<file path="config.mk">
export PLATFORM = sky130hd
export DESIGN_NAME = dbg_frame_packer_flat
export DESIGN_NICKNAME = d
export VERILOG_FILES = /design/src/rtl/dbg_frame_pkg.sv /design/src/rtl/dbg_frame_packer_if.sv /design/src/rtl/dbg_frame_packer.sv /design/src/flat_wrapper.sv
export SDC_FILE = /design/constraint.sdc
export NUM_CORES = 1
export LEC_CHECK = 0
export ABC_AREA = 1
export BUFFER_PORTS_ARGS = -buffer_cell sky130_fd_sc_hd__buf_2
export CAP_MARGIN = 0
export CORE_UTILIZATION = 55
export CTS_CLUSTER_SIZE = 25
export DETAILED_ROUTE_END_ITERATION = 7
export PLACE_DENSITY = 0.74
export SLEW_MARGIN = 20
export SYNTH_ARGS = -nofsm -noshare
export SYNTH_HDL_FRONTEND = slang
export SYNTH_SLANG_ARGS = --single-unit
</file>
<file path="constraint.sdc">
create_clock -name clk_i -period 3.45 [get_ports clk_i]
set_clock_uncertainty 0.15 [all_clocks]
set_input_delay 0 -clock clk_i [delete_from_list [all_inputs] [get_ports clk_i]]
set_output_delay 0 -clock clk_i [all_outputs]
set_load 0.005 [all_outputs]
</file>
<file path="src/rtl/dbg_frame_pkg.sv">
// dbg_frame_pkg
//  Shared types and constants for the dbg_bridge write-frame packer.
//  - state_t      : packer FSM states
//  - DBG_CMD_*    : dbg_bridge command bytes
//  - ADDR_BYTES   : number of address bytes in a frame header
//  - calc_len     : data bytes in the next frame for a given remaining word count
package dbg_frame_pkg;

   typedef enum logic [2:0] {
      IDLE,
      CMD,
      LEN,
      ADDR,
      DATA,
      DONE
   } state_t;

   localparam logic [7:0] DBG_CMD_WRITE = 8'h10;
   localparam logic [7:0] DBG_CMD_READ  = 8'h11;
   localparam int         ADDR_BYTES    = 4;

   // len = min(max_len, 4*rem_words). Below max_len the word count is < 63,
   // so the low 6 bits times four are the whole answer.
   function automatic logic [7:0] calc_len(input logic [31:0] rem_words, input int max_len);
      if (rem_words >= 32'(max_len / 4)) begin
         return 8'(max_len);
      end
      return {rem_words[5:0], 2'b00};
   endfunction

endpackage

</file>
<file path="src/rtl/dbg_frame_packer_if.sv">
// dbg_frame_packer_if
//  Groups the packer's control, word-source and byte-sink signals.
//  slave  : the packer side (takes start/words/byte_accept, drives status/bytes)
//  master : the environment side (parent control, word source, byte sink)
interface dbg_frame_packer_if #(
   parameter int CNT_W = 16
);
   // control / status
   logic             start_i;
   logic [31:0]      base_addr_i;
   logic [CNT_W-1:0] total_words_i;
   logic             busy_o;
   logic             done_o;
   logic [CNT_W-1:0] frame_count_o;
   // word source
   logic             word_valid_i;
   logic [31:0]      word_data_i;
   logic             word_accept_o;
   // byte sink
   logic             byte_valid_o;
   logic [7:0]       byte_data_o;
   logic             byte_accept_i;

   modport slave (
      input  start_i, base_addr_i, total_words_i, word_valid_i, word_data_i, byte_accept_i,
      output busy_o, done_o, frame_count_o, word_accept_o, byte_valid_o, byte_data_o
   );

   modport master (
      output start_i, base_addr_i, total_words_i, word_valid_i, word_data_i, byte_accept_i,
      input  busy_o, done_o, frame_count_o, word_accept_o, byte_valid_o, byte_data_o
   );

endinterface

</file>
<file path="src/rtl/dbg_frame_packer.sv">
// dbg_frame_packer
//  Turns a stream of 32-bit words into dbg_bridge write frames:
//  CMD, LEN, ADDR[31:24..7:0], LEN data bytes. Transfers longer than MAX_LEN
//  bytes are split into several frames with the address advanced by each
//  frame's length (32-bit wrap).
// Ports
//  clk_i, rst_i : clock, synchronous active-high reset
//  bus (slave)  : start/base_addr/total_words in, busy/done/frame_count out,
//                 word_valid/word_data in, word_accept out,
//                 byte_valid/byte_data out, byte_accept in
// Byte outputs are a function of registered state only, so they stay stable
// while the sink stalls. word_accept_o also looks at byte_accept_i so a new
// word can be loaded in the same cycle the 4th byte of the old one leaves.
module dbg_frame_packer
   import dbg_frame_pkg::*;
#(
   parameter int         MAX_LEN        = 128,
   parameter logic [7:0] CMD_WRITE      = DBG_CMD_WRITE,
   parameter bit         DATA_MSB_FIRST = 1'b1,
   parameter int         CNT_W          = 16
) (
   input  logic               clk_i,
   input  logic               rst_i,
   dbg_frame_packer_if.slave  bus
);

   state_t           state_q, state_d;
   logic [CNT_W-1:0] rem_q, rem_d;       // words still to send
   logic [31:0]      addr_q, addr_d;     // address of the current frame
   logic [7:0]       len_q, len_d;       // data bytes in the current frame
   logic [7:0]       cnt_q, cnt_d;       // byte position within ADDR / DATA
   logic [CNT_W-1:0] fcnt_q, fcnt_d;
   logic [31:0]      word_q, word_d;
   logic             full_q, full_d;
   logic [1:0]       idx_q, idx_d;       // next byte of word_q to emit

   logic             byte_valid;
   logic [7:0]       byte_data;
   logic             word_accept;
   logic             last_byte;
   logic [CNT_W-1:0] rem_new;
   logic [1:0]       sel;

   always_comb begin
      state_d     = state_q;
      rem_d       = rem_q;
      addr_d      = addr_q;
      len_d       = len_q;
      cnt_d       = cnt_q;
      fcnt_d      = fcnt_q;
      word_d      = word_q;
      full_d      = full_q;
      idx_d       = idx_q;
      byte_valid  = 1'b0;
      byte_data   = 8'h00;
      word_accept = 1'b0;
      last_byte   = (cnt_q == len_q - 8'd1);
      rem_new     = rem_q - CNT_W'(len_q[7:2]);
      sel         = DATA_MSB_FIRST ? ~idx_q : idx_q;

      case (state_q)
         IDLE: begin
            if (bus.start_i) begin
               fcnt_d = '0;
               addr_d = bus.base_addr_i;
               rem_d  = bus.total_words_i;
               len_d  = calc_len(32'(bus.total_words_i), MAX_LEN);
               state_d = (bus.total_words_i == '0) ? DONE : CMD;
            end
         end
         CMD: begin
            byte_valid = 1'b1;
            byte_data  = CMD_WRITE;
            if (bus.byte_accept_i) state_d = LEN;
         end
         LEN: begin
            byte_valid = 1'b1;
            byte_data  = len_q;
            if (bus.byte_accept_i) begin
               state_d = ADDR;
               cnt_d   = '0;
            end
         end
         ADDR: begin
            byte_valid = 1'b1;
            byte_data  = addr_q[{~cnt_q[1:0], 3'b000} +: 8];
            if (bus.byte_accept_i) begin
               if (cnt_q == 8'(ADDR_BYTES - 1)) begin
                  state_d = DATA;
                  cnt_d   = '0;
               end else begin
                  cnt_d = cnt_q + 8'd1;
               end
            end
         end
         DATA: begin
            byte_valid = full_q;
            byte_data  = word_q[{sel, 3'b000} +: 8];
            // Refill when empty, or in the cycle the last byte of a word
            // leaves (unless that byte also ends the frame).
            word_accept = !full_q ||
                          (idx_q == 2'd3 && bus.byte_accept_i && !last_byte);
            if (full_q && bus.byte_accept_i) begin
               cnt_d = cnt_q + 8'd1;
               idx_d = idx_q + 2'd1;
               if (idx_q == 2'd3) full_d = 1'b0;
               if (last_byte) begin
                  rem_d   = rem_new;
                  fcnt_d  = fcnt_q + 1'b1;
                  addr_d  = addr_q + 32'(len_q);
                  len_d   = calc_len(32'(rem_new), MAX_LEN);
                  cnt_d   = '0;
                  state_d = (rem_new == '0) ? DONE : CMD;
               end
            end
            if (word_accept && bus.word_valid_i) begin
               word_d = bus.word_data_i;
               full_d = 1'b1;
               idx_d  = '0;
            end
         end
         DONE: begin
            state_d = IDLE;
         end
         default: state_d = IDLE;
      endcase
   end

   always_ff @(posedge clk_i) begin
      if (rst_i) begin
         state_q <= IDLE;
         rem_q   <= '0;
         addr_q  <= '0;
         len_q   <= '0;
         cnt_q   <= '0;
         fcnt_q  <= '0;
         word_q  <= '0;
         full_q  <= 1'b0;
         idx_q   <= '0;
      end else begin
         state_q <= state_d;
         rem_q   <= rem_d;
         addr_q  <= addr_d;
         len_q   <= len_d;
         cnt_q   <= cnt_d;
         fcnt_q  <= fcnt_d;
         word_q  <= word_d;
         full_q  <= full_d;
         idx_q   <= idx_d;
      end
   end

   assign bus.byte_valid_o  = byte_valid;
   assign bus.byte_data_o   = byte_data;
   assign bus.word_accept_o = word_accept;
   assign bus.busy_o        = (state_q == CMD) || (state_q == LEN) ||
                              (state_q == ADDR) || (state_q == DATA);
   assign bus.done_o        = (state_q == DONE);
   assign bus.frame_count_o = fcnt_q;

endmodule

</file>
<file path="src/flat_wrapper.sv">
// flat-port wrapper written by rule: the top's interface ports become plain ports
module dbg_frame_packer_flat import dbg_frame_pkg::*;
#(
   parameter int         MAX_LEN        = 128,
   parameter logic [7:0] CMD_WRITE      = DBG_CMD_WRITE,
   parameter bit         DATA_MSB_FIRST = 1'b1,
   parameter int         CNT_W          = 16
)
  (clk_i, rst_i, bus_start_i, bus_base_addr_i, bus_total_words_i, bus_word_valid_i, bus_word_data_i, bus_byte_accept_i, bus_busy_o, bus_done_o, bus_frame_count_o, bus_word_accept_o, bus_byte_valid_o, bus_byte_data_o);
  dbg_frame_packer_if #(.CNT_W(CNT_W)) bus_i ();
  input  logic clk_i;
  input  logic rst_i;
  input wire logic [$bits(bus_i.start_i)-1:0] bus_start_i;
  input wire logic [$bits(bus_i.base_addr_i)-1:0] bus_base_addr_i;
  input wire logic [$bits(bus_i.total_words_i)-1:0] bus_total_words_i;
  input wire logic [$bits(bus_i.word_valid_i)-1:0] bus_word_valid_i;
  input wire logic [$bits(bus_i.word_data_i)-1:0] bus_word_data_i;
  input wire logic [$bits(bus_i.byte_accept_i)-1:0] bus_byte_accept_i;
  output wire logic [$bits(bus_i.busy_o)-1:0] bus_busy_o;
  output wire logic [$bits(bus_i.done_o)-1:0] bus_done_o;
  output wire logic [$bits(bus_i.frame_count_o)-1:0] bus_frame_count_o;
  output wire logic [$bits(bus_i.word_accept_o)-1:0] bus_word_accept_o;
  output wire logic [$bits(bus_i.byte_valid_o)-1:0] bus_byte_valid_o;
  output wire logic [$bits(bus_i.byte_data_o)-1:0] bus_byte_data_o;
  assign bus_i.start_i = bus_start_i;
  assign bus_i.base_addr_i = bus_base_addr_i;
  assign bus_i.total_words_i = bus_total_words_i;
  assign bus_i.word_valid_i = bus_word_valid_i;
  assign bus_i.word_data_i = bus_word_data_i;
  assign bus_i.byte_accept_i = bus_byte_accept_i;
  assign bus_busy_o = bus_i.busy_o;
  assign bus_done_o = bus_i.done_o;
  assign bus_frame_count_o = bus_i.frame_count_o;
  assign bus_word_accept_o = bus_i.word_accept_o;
  assign bus_byte_valid_o = bus_i.byte_valid_o;
  assign bus_byte_data_o = bus_i.byte_data_o;
  dbg_frame_packer #(.MAX_LEN(MAX_LEN), .CMD_WRITE(CMD_WRITE), .DATA_MSB_FIRST(DATA_MSB_FIRST), .CNT_W(CNT_W)) u_core (.clk_i(clk_i), .rst_i(rst_i), .bus(bus_i));
endmodule
</file>
==> impl_table.tex <==
\begin{tabular}{lr}
\hline
Metric & Value \\
\hline
\multicolumn{2}{l}{\textbf{Timing}} \\
Final Hold Violating Endpoints & 0 \\
Worst-case setup margin in the final layout & 0.214 ns \\
Fmax & 0.309 GHz \\
WHS & 0.00705 ns \\
Final max-slew violation count & 0 \\
Fin crit share & 93.8\% \\
Setup TNS & 0 ns \\
Minimum clock period after layout & 3.24 ns \\
Relative slew slack & 48.1\% \\
Unrepaired setup endpoints after global routing & false \\
Endpoints failing setup & 0 \\
Worst slew pin tran & 0.777 ns \\
\multicolumn{2}{l}{\textbf{Floorplanning}} \\
Die span in x & 119 um \\
CORE AREA & 13200 um2 \\
Die Height & 119 um \\
Starting density of the core & a little under three fifths \\
Count of boundary I/O pins & 113 \\
Num rows & 42 \\
Overall die area & 14100 um2 \\
\multicolumn{2}{l}{\textbf{Synthesis}} \\
Synth Warn \# & 0 \\
Synth unique cells & 49 \\
Post-Synthesis Cell Area & roughly 7500 um2 \\
Synth Register Bits & 116 \\
Count of flip-flops with a built-in enable after synthesis & 0 \\
Share of async-settable or async-resettable flops after synthesis & 0\% \\
Syn\_nets & between 1000 and 1500 \\
Number of cells produced by synthesis & approximately 1200 \\
Most instantiated flip-flop cell in the synthesis netlist & sky130\_fd\_sc\_hd\_\_dfxtp\_1 \\
Part of the Yosys area used for sequential elements & 31.0\% \\
Post-synthesis area per instance & 6.40 um2 \\
\multicolumn{2}{l}{\textbf{Worst setup path}} \\
Arrival time at the worst endpoint & 3.42 ns \\
Critical-path maximum fanout & 5 \\
Critical Path Sink Type & register \\
Req. time, crit path & $\sim$3.6 ns \\
Worst reg2reg path depth & 13 \\
Critical path start-end classification & reg -> reg \\
Type of origin of the critical path & register \\
\multicolumn{2}{l}{\textbf{Flow run}} \\
Total of max-cap violations & 0 \\
\multicolumn{2}{l}{\textbf{Power}} \\
Combinational fraction of design power & 37.1\% \\
Internal power summed over all cells & 3.44 mW \\
Total power consumption of the routed design & 5.71 mW \\
Leakage component of the power & 4.20 nW \\
Clock network fraction of design power & 31.7\% \\
Proportion of power drawn by flip-flops and latches & 31.2\% \\
Switching portion of total power & 39.7\% \\
Total net switching power & around 2.3 mW \\
P per Cell Area & 597 nW/um2 \\
Worst IR Drop VDD & 0.000389 V \\
\multicolumn{2}{l}{\textbf{Drt}} \\
Routed wire length & 24300 um \\
Number of vias after detailed routing & 8705 \\
Number of design-rule violations left by the first detailed-router iteration & 963 \\
Mean number of vias per cell & 5.66 \\
Iteration count of the initial detailed-routing pass & 5 \\
Remaining antenna violation count after routing & 0 \\
WL per Instance & 15.8 um \\
Number of design rule violations left after detail routing & 0 \\
\multicolumn{2}{l}{\textbf{Finish}} \\
Fraction of final layout cells with drive strength greater than 1 & a little over an eighth \\
Final layout net count & approximately 1500 \\
Antenna cells & 0 \\
Synth-to-Final Area Change & 27.6\% \\
\multicolumn{2}{l}{\textbf{CTS}} \\
Maximum buffer depth of the clock tree & 2 \\
Inserted Clock Buffers & 17 \\
Number of clock sinks seen by CTS & 116 \\
Clock Root Buffer & sky130\_fd\_sc\_hd\_\_clkbuf\_16 \\
Worst-Skew Late Latency & 0.42 ns \\
Depth of the CTS H-tree & 4 \\
TritonCTS clock tree & done \\
Clock-pin transition on the worst setup and hold timing paths & 0.06 ns \\
\multicolumn{2}{l}{\textbf{Outcome}} \\
Status & finished clean \\
\multicolumn{2}{l}{\textbf{Min path}} \\
Min-Delay Path Depth & 3 \\
Min-Delay Path Class & in -> reg \\
\multicolumn{2}{l}{\textbf{Global route}} \\
Via count of the first global-routing pass & 8063 \\
Wire length of the first global-routing pass & roughly 40000 um \\
Total grt overflow & 0 \\
Pin count of the biggest net entering global routing & 68 \\
Gr usage total & between 30\% and 40\% \\
Antenna violations before repair & 0 \\
\multicolumn{2}{l}{\textbf{Placement}} \\
Detailed placement HPWL & 16300 um \\
Worst setup slack after placement & about 0.75 ns \\
Final weighted congestion of routability-driven global placement & between 0.9 and 1 \\
Number of I/O port buffers & 112 \\
\hline
\end{tabular}
## what timing repair did
action	in CTS	in global routing
buffers inserted	0	0
setup endpoints to repair	0	1
hold endpoints to repair	95	0
hold buffers	88	0
resized for setup	0	2
## layout make-up
class                      count  area [um2]
multi-input combinational    870        4390
timing repair buffer         210        1520
tap                          176         220
sequential                   116        2320
inverter                     134         505
fill                        1172        3680
clock inverter                12         155
clock buffer                  20         447
## per-stage QoR
step           util, %  cell area (um2)  cells
3_5_place_dp      61.0             8080   1418
3_3_place_gp      61.0             8080   1418
2_1_floorplan        -             7500   1172
5_1_grt           72.2             9560   1538
6_report          72.2             9560   1538
4_1_cts           72.2             9560   1538
## power groups by stage
stage                     combinational, mW  sequential [mW]  clock (mW)
after floorplan                        1.58             1.71           0
after detailed placement               1.97             1.79           0
after global placement                 1.95             1.80           0
final                                  2.12             1.78        1.81
after CTS                              2.07             1.77        1.81
after global routing                   2.38             1.81        1.89
## worst paths after layout
| kind | start | to | slack (ns) |
|---|---|---|---|
| worst max-delay path | u_core.len_q[3]$_SDFFE_PP0P_ | u_core.idx_q[1]$_SDFFE_PP0P_ | 0.21 |
| worst min-delay path | rst_i | u_core.full_q$_SDFFE_PP0P_ | 0.007 |
| worst max register to register | u_core.len_q[3]$_SDFFE_PP0P_ | u_core.idx_q[1]$_SDFFE_PP0P_ | 0.21 |
| worst min register to register | u_core.rem_q[3]$_SDFFE_PP0P_ | u_core.rem_q[3]$_SDFFE_PP0P_ | 0.34 |
## cells in the final DEF, fill, tap and decap left out, drive strengths merged, types with 3 or more instances in the layout
master and count:
nand3 71, dfxtp 116, o21ai 128, a211oi 6, clkbuf 20, or2 6
buf 122, nor2 143, clkinv 8, bufinv 3, nor3 27, o211ai 17
xor2 18, a221o 6, o22ai 5, a31oi 12, ha 16, xnor2 4
nor4 6, a21oi 112, nand4 23, dlygate4sd3 88, inv 133, nand2 251
## critical path: stages, from the launching register on
cell and delay [ns]:
sky130_fd_sc_hd__dfxtp_2 0.38, sky130_fd_sc_hd__inv_1 0.14, sky130_fd_sc_hd__ha_1 0.31, sky130_fd_sc_hd__xor2_1 0.14
sky130_fd_sc_hd__nand4_1 0.10, sky130_fd_sc_hd__nor2_1 0.18, sky130_fd_sc_hd__nand3_2 0.13, sky130_fd_sc_hd__nand3_1 0.11
sky130_fd_sc_hd__nand2_1 0.08, sky130_fd_sc_hd__nand2_2 0.09, sky130_fd_sc_hd__dlygate4sd3_1 0.55, sky130_fd_sc_hd__nand3_1 0.06
sky130_fd_sc_hd__dlygate4sd3_1 0.56, sky130_fd_sc_hd__a21oi_1 0.17
## sequential cells by signal (all words and copies together) (netlist names)
signal                    flops
u_core.addr_q                32
u_core.bus.frame_count_o     16
u_core.cnt_q                  8
u_core.full_q                 1
u_core.idx_q                  2
u_core.len_q                  6
u_core.rem_q                 16
u_core.state_q                3
u_core.word_q                32
## kinds of logic (layout without fill, tap and decap cells)
kind of cell / after synthesis / in the layout / share of synthesized area (%)
xor gates and xnor gates: 22 / 22 / 2.57
DFF: 116 / 116 / 31.0
and+or+nand+nor: 532 / 532 / 30.8
buffers and inverters: 186 / 376 / 10.4
adders and majority gates: 18 / 18 / 3.20
AOI/OAI and AO/OA: 298 / 298 / 22.1
## synth_stat cells (3+ instances only)
cell type                    n  area share [%]
sky130_fd_sc_hd__nand4_1    23             1.9
sky130_fd_sc_hd__nor4_1      6            0.50
sky130_fd_sc_hd__nor3_2      3            0.40
sky130_fd_sc_hd__dfxtp_1   116              31
sky130_fd_sc_hd__o21ai_0   115             7.7
sky130_fd_sc_hd__a21oi_1   112             7.5
sky130_fd_sc_hd__buf_1       4            0.20
sky130_fd_sc_hd__a211oi_2    4            0.67
sky130_fd_sc_hd__buf_6       7             1.1
sky130_fd_sc_hd__inv_1     128             6.4
sky130_fd_sc_hd__nor2_1    138             6.9
sky130_fd_sc_hd__nand3_2     3            0.40
sky130_fd_sc_hd__or2_2       4            0.33
sky130_fd_sc_hd__ha_1       16             2.7
sky130_fd_sc_hd__buf_4       4            0.40
sky130_fd_sc_hd__o22ai_1     5            0.42
sky130_fd_sc_hd__inv_2       3            0.15
sky130_fd_sc_hd__a221o_1     6            0.80
sky130_fd_sc_hd__nand3_1    68             4.5
sky130_fd_sc_hd__o211ai_1   17             1.7
sky130_fd_sc_hd__nor3_1     24             1.6
sky130_fd_sc_hd__xor2_1     18             2.1
sky130_fd_sc_hd__clkbuf_1   27             1.4
sky130_fd_sc_hd__nand2_2     3            0.25
sky130_fd_sc_hd__nand2_1   248              12
sky130_fd_sc_hd__o21ai_1    13            0.87
sky130_fd_sc_hd__a31oi_1    12             1.0
sky130_fd_sc_hd__xnor2_1     4            0.47
sky130_fd_sc_hd__buf_2      10            0.67
## layer usage
layer / global-route usage (%) / vias to the layer above / part of all wire, %
li1: - / 4273 / -
met1: 45.1 / 3976 / 43
met4: 14.3 / 0 / 3.1
met3: 8.06 / 61 / 8.2
met5: 0 / - / 0
met2: 56.8 / 395 / 46
No activity file was read; power rests on OpenSTA's default activity.
